--- src/rtl/death_ctrl.sv ---
// Kid death/restart sequencer: ALIVE -> DYING (flashing) -> DEAD (game over) -> RESPAWN (level_rst pulse).
// It also keeps a saturating death counter for the HUD.
module death_ctrl #(
    parameter int N_TRAPS      = 8,
    parameter int DYING_FRAMES = 32,
    parameter int FLASH_PERIOD = 4,
    parameter int RESPAWN_HOLD = 2,
    parameter int MAX_DEATHS   = 999
) (
    input  logic               clk,
    input  logic               rst,
    input  logic               frame_tick,
    input  logic [N_TRAPS-1:0] collide,
    input  logic               kid_fell,
    input  logic               restart_key,
    output logic               kid_alive,
    output logic               freeze,
    output logic               flash_on,
    output logic               show_gameover,
    output logic               level_rst,
    output logic [9:0]         death_count,
    output logic [1:0]         state
);

    localparam logic [1:0] ST_ALIVE   = 2'd0;
    localparam logic [1:0] ST_DYING   = 2'd1;
    localparam logic [1:0] ST_DEAD    = 2'd2;
    localparam logic [1:0] ST_RESPAWN = 2'd3;

    localparam int FRAME_W = $clog2(DYING_FRAMES + 1);
    localparam int FLASH_W = $clog2(FLASH_PERIOD + 1);
    localparam int HOLD_W  = $clog2(RESPAWN_HOLD + 1);

    logic [1:0]         state_reg, state_next;
    logic [FRAME_W-1:0] frame_cnt_reg, frame_cnt_next;
    logic [FLASH_W-1:0] flash_phase_reg, flash_phase_next;
    logic [HOLD_W-1:0]  hold_cnt_reg, hold_cnt_next;
    logic               flash_reg, flash_next;
    logic [9:0]         count_reg, count_next;
    logic               key_prev_reg;
    logic               first_alive_reg, first_alive_next;

    logic               kid_alive_reg, freeze_reg, flash_on_reg;
    logic               show_gameover_reg, level_rst_reg;

    logic               key_edge;
    logic               mask;
    logic               hit;
    logic [FRAME_W-1:0] frame_inc;
    logic [FLASH_W-1:0] flash_phase_inc;

    assign key_edge        = restart_key & ~key_prev_reg;
    // Hits are blanked while the level is being reset and for one cycle after, so
    // traps still sitting on the kid's spawn point cannot kill him immediately.
    assign mask            = (state_reg == ST_RESPAWN) | first_alive_reg;
    assign hit             = ((|collide) | kid_fell) & ~mask;
    assign frame_inc       = frame_cnt_reg + FRAME_W'(1);
    assign flash_phase_inc = flash_phase_reg + FLASH_W'(1);

    always_comb begin
        state_next       = state_reg;
        frame_cnt_next   = frame_cnt_reg;
        flash_phase_next = flash_phase_reg;
        hold_cnt_next    = hold_cnt_reg;
        flash_next       = flash_reg;
        count_next       = count_reg;
        first_alive_next = 1'b0;

        case (state_reg)
            ST_ALIVE: begin
                if (hit) begin
                    state_next       = ST_DYING;
                    frame_cnt_next   = '0;
                    flash_phase_next = '0;
                    flash_next       = 1'b1;
                    if (count_reg != 10'(MAX_DEATHS)) begin
                        count_next = count_reg + 10'd1;
                    end
                end else if (key_edge) begin
                    state_next    = ST_RESPAWN;
                    hold_cnt_next = '0;
                end
            end
            ST_DYING: begin
                if (key_edge) begin
                    state_next    = ST_RESPAWN;
                    hold_cnt_next = '0;
                end else if (frame_tick) begin
                    frame_cnt_next = frame_inc;
                    if (frame_inc == FRAME_W'(DYING_FRAMES)) begin
                        state_next = ST_DEAD;
                    end else if (flash_phase_inc == FLASH_W'(FLASH_PERIOD)) begin
                        flash_phase_next = '0;
                        flash_next       = ~flash_reg;
                    end else begin
                        flash_phase_next = flash_phase_inc;
                    end
                end
            end
            ST_DEAD: begin
                if (key_edge) begin
                    state_next    = ST_RESPAWN;
                    hold_cnt_next = '0;
                end
            end
            default: begin
                // The restart key is deliberately ignored here; the hold always runs to completion.
                if (hold_cnt_reg == HOLD_W'(RESPAWN_HOLD - 1)) begin
                    state_next       = ST_ALIVE;
                    frame_cnt_next   = '0;
                    first_alive_next = 1'b1;
                end else begin
                    hold_cnt_next = hold_cnt_reg + HOLD_W'(1);
                end
            end
        endcase
    end

    always_ff @(posedge clk) begin
        if (rst) begin
            state_reg         <= ST_ALIVE;
            frame_cnt_reg     <= '0;
            flash_phase_reg   <= '0;
            hold_cnt_reg      <= '0;
            flash_reg         <= 1'b0;
            count_reg         <= '0;
            key_prev_reg      <= 1'b0;
            first_alive_reg   <= 1'b0;
            kid_alive_reg     <= 1'b1;
            freeze_reg        <= 1'b0;
            flash_on_reg      <= 1'b0;
            show_gameover_reg <= 1'b0;
            level_rst_reg     <= 1'b0;
        end else begin
            state_reg         <= state_next;
            frame_cnt_reg     <= frame_cnt_next;
            flash_phase_reg   <= flash_phase_next;
            hold_cnt_reg      <= hold_cnt_next;
            flash_reg         <= flash_next;
            count_reg         <= count_next;
            key_prev_reg      <= restart_key;
            first_alive_reg   <= first_alive_next;
            kid_alive_reg     <= (state_next == ST_ALIVE);
            freeze_reg        <= (state_next != ST_ALIVE);
            flash_on_reg      <= (state_next == ST_DYING) & flash_next;
            show_gameover_reg <= (state_next == ST_DEAD);
            level_rst_reg     <= (state_next == ST_RESPAWN);
        end
    end

    assign kid_alive     = kid_alive_reg;
    assign freeze        = freeze_reg;
    assign flash_on      = flash_on_reg;
    assign show_gameover = show_gameover_reg;
    assign level_rst     = level_rst_reg;
    assign death_count   = count_reg;
    assign state         = state_reg;

endmodule

--- config.mk ---
export PLATFORM = sky130hd
export DESIGN_NAME = death_ctrl
export DESIGN_NICKNAME = d
export VERILOG_FILES = /design/src/rtl/death_ctrl.sv
export SDC_FILE = /design/constraint.sdc
export NUM_CORES = 1
export LEC_CHECK = 0
export BUFFER_PORTS_ARGS = -buffer_cell sky130_fd_sc_hd__clkbuf_2
export CORE_MARGIN = 8
export CORE_UTILIZATION = 55
export DETAILED_ROUTE_END_ITERATION = 7
export HOLD_SLACK_MARGIN = 0.03
export PLACE_DENSITY = 0.8
export SLEW_MARGIN = 20
export SYNTH_ARGS = -nofsm -noshare
export SYNTH_HDL_FRONTEND = slang
export SYNTH_SLANG_ARGS = --single-unit
--- constraint.sdc ---
create_clock -name clk -period 2.82 [get_ports clk]
set_input_delay 0.564 -clock clk [delete_from_list [all_inputs] [get_ports clk]]
set_output_delay 0.564 -clock clk [all_outputs]
set_load 0.02 [all_outputs]
==> impl_metrics.tcl <==
set metrics [dict create \
    synthesis.area_per_instance_um2 8.59 \
    maxSlewViolCount 0 \
    gp_congestion 0.834 \
    fin_setup_tns_ns 0 \
    min_period_ns 2.33 \
    startpoint_type_of_the_worst_setup_path "flop" \
    floorplan.die_area_um2 5090 \
    port_buffers 29 \
    place_worst_setup_slack_ns 0.518 \
    placed_cell_area_um2 1840 \
    post-cts-setup-buffers 0 \
    final-setup-viol-count 0 \
    cts.htree.levels 2 \
    die_h_um 71.3 \
    grt_max_degree 26 \
    whs_ns 0.464 \
    worst-slew-pin-transition_ns 0.648 \
    yosysUniqueCellTypes 53 \
    totalWireLength_um 3630 \
    die_w_um 71.3 \
    comb_power_share_pct 36.2 \
    grt_first_pass_wirelength_um 6240 \
    layout.nets 249 \
    ys_dominant_reg_cell "dfxtp_1" \
    fin_ws_ns 0.489 \
    grt_setup_unrepaired "no" \
    final_core_util_pct 65.4 \
    cts_buffers 5 \
    relSlewSlack_pct 56.5 \
    detail_route.first_pass.iterations 4 \
    layout_worst_path_cycle_share_pct 82.7 \
    netSwitchingFraction_pct 36.1 \
    worstSetupEndpointType "flop" \
    cell_accounting_for_the_most_synthesized_area "dfxtp_1" \
    cts_num_sinks 31 \
    synth_edf_count 0 \
    worst_setup_hold_path_clk_slew_ns 0.11 \
    cpPeakStageDelay_ns 0.40 \
    tritoncts "done" \
    synth_seq_area_share_pct 36.8 \
    placementRows 20 \
    worst-path-max-fanout 13 \
    postSynthNetCount 218 \
    worst-r2r-cell-count 7 \
    initial_utilization_pct 56.6 \
    timing_worst_setup_path_type "flop to flop" \
    internal-power_w 0.000982 \
    yosys.area.top_type_share_pct 36.8 \
    antenna-diode-count 0 \
    drc_errors 0 \
    post_drt_wl_per_cell_um 13.9 \
    synthesis.yosys.warnings 0 \
    clockRootBuffer "clkbuf_4" \
    ant_nets 0 \
    largest_register_ffs 10 \
    clock.fmax_ghz 0.429 \
    cp_data_arrival_time_ns 2.60 \
    power.net_switching_w 0.000556 \
    portion_of_total_power_attributed_to_sequential_cells_pct 35.2 \
    netlist_instances 196 \
    drive_above_1_share_pct 20.6 \
    route.detailed.vias_per_inst 6.05 \
    syn_area_um2 1680 \
    boundary_pins 30 \
    cell_breakdown_of_the_critical_path "inv_1, ha_1, or3b_4, a31oi_4, nand4_1, or3_1, a21oi_1" \
    number_of_global_route_vias_before_repair 1423 \
    peakVddDrop_mv 0.609 \
    synth.top_cells.by_area "dfxtp_1 37%, ha_1 6.7%, a21oi_1 4.8%" \
    final_hold_viol_count 0 \
    clk-insertion-delay-late_ns 0.33 \
    cp_data_required_time_ns 3.09 \
    worst_clock_skew_ns 0.00647 \
    syn_to_final_growth_pct 15.6 \
    power_density_nw_per_um2 790 \
    maxCapViolations 0 \
    post_cts_hold_buffer_count 0 \
    gr-usage-all-layers_pct 14.9 \
    detail_route.iter0.violations 112 \
    largest_buffer_count_on_any_clock_path 2 \
    status "completed" \
    power.share.clock_pct 28.7 \
    power_leakage_nw 0.784 \
    synth.ff_latch_count 31 \
    post-dp-hpwl_um 2660 \
    whs_path_depth 2 \
    design_area_um2 1950 \
    asyncSetResetFlopFracSynth_pct 0 \
    initial_antenna_violation_count 0 \
    critical-path-slowest-cell "or3b_4" \
    dr_total_vias 1579 \
    post_cts_resized 0 \
    overflow 0 \
    hp-class "input port to flop" \
    core-area_um2 2980 \
]
-- cell usage after synthesis, drive strengths merged (3+ instances only) --
library cell  number
dfxtp             31
nand2b             4
nand3              6
o21ai             15
inv                6
clkbuf             3
nor2b              4
and3               3
ha                 9
a21oi             16
nor3               5
nand2             14
nor2              17
a31oi              3
xor2               6
or3                5
nor4               4
nand4              5
-- final cells by class --
cell class | instances | area (um2)
fill | 263 | 1030
multi-input combinational | 153 | 1000
sequential | 31 | 621
timing repair buffer | 30 | 153
clock inverter | 3 | 67.6
tap | 33 | 41.3
clock buffer | 5 | 37.5
inverter | 6 | 22.5
-- worst paths after layout --
kind,startpoint,slack (ns),to
worst max-delay path,state[0]$_SDFF_PP0_,0.49,death_count[9]$_SDFFE_PP0P_
worst min-delay path,restart_key,0.46,key_prev_reg$_SDFF_PP0_
worst max register to register,state[0]$_SDFF_PP0_,0.49,death_count[9]$_SDFFE_PP0P_
worst min register to register,death_count[1]$_SDFFE_PP0P_,0.50,death_count[1]$_SDFFE_PP0P_
-- through the flow --
stage / total power, W / cells
floorplan: 0.000981 / 196
global placement: 0.00110 / 253
detailed placement: 0.00110 / 253
CTS: 0.00155 / 261
global route: 0.00164 / 261
finish: 0.00154 / 261
-- cell families (layout without fill, tap and decap cells) --
kind of cell,after synthesis,in the layout,synth area share [%]
AO/OA/AOI/OAI,55,55,21.5
XOR/XNOR,6,6,3.12
adder cells (fa/ha/maj),9,9,6.69
buffers and inverters,12,44,3.49
flip-flops,31,31,36.9
multiplexers,2,2,1.26
AND/OR/NAND/NOR,81,81,27.1
-- worst max-delay path: cells and delay by family (launching register included) --
| kind | cells | cell delay [ns] |
|---|---|---|
| flip-flops | 1 | 0.36 |
| AND/OR/NAND/NOR | 3 | 1.05 |
| buffers and inverters | 1 | 0.15 |
| adder cells (fa/ha/maj) | 1 | 0.23 |
| AO/OA/AOI/OAI | 2 | 0.48 |
-- layer usage --
metal	vias to the layer above	share of wire, %	global-route usage (%)
li1	789	-	-
met1	729	46	17.6
met2	55	45	23.3
met3	6	7.4	5.58
met4	0	1.6	7.16
met5	-	0	0
-- power groups by stage --
| stage | Clock [W] | Combinational [W] | Sequential, W |
|---|---|---|---|
| after floorplan | 0 | 0.000379 | 0.000603 |
| after global routing | 0.000479 | 0.000613 | 0.000551 |
| final | 0.000441 | 0.000556 | 0.000541 |
| after CTS | 0.000450 | 0.000557 | 0.000542 |
| after detailed placement | 0 | 0.000553 | 0.000552 |
| after global placement | 0 | 0.000553 | 0.000550 |
-- cell usage in the layout (no fill, tap or decap), types with 4 or more instances in the layout --
master / count
nand3_1: 6
xor2_1: 6
nand4_1: 5
dfxtp_1: 31
a21oi_1: 16
nand2_1: 14
nor3_1: 5
o21ai_0: 14
nor2b_1: 4
clkbuf_4: 5
clkbuf_2: 29
or3_1: 5
nor2_1: 17
nand2b_1: 4
ha_1: 9
inv_1: 6
Note: power is estimated with default switching activity, not from simulation.
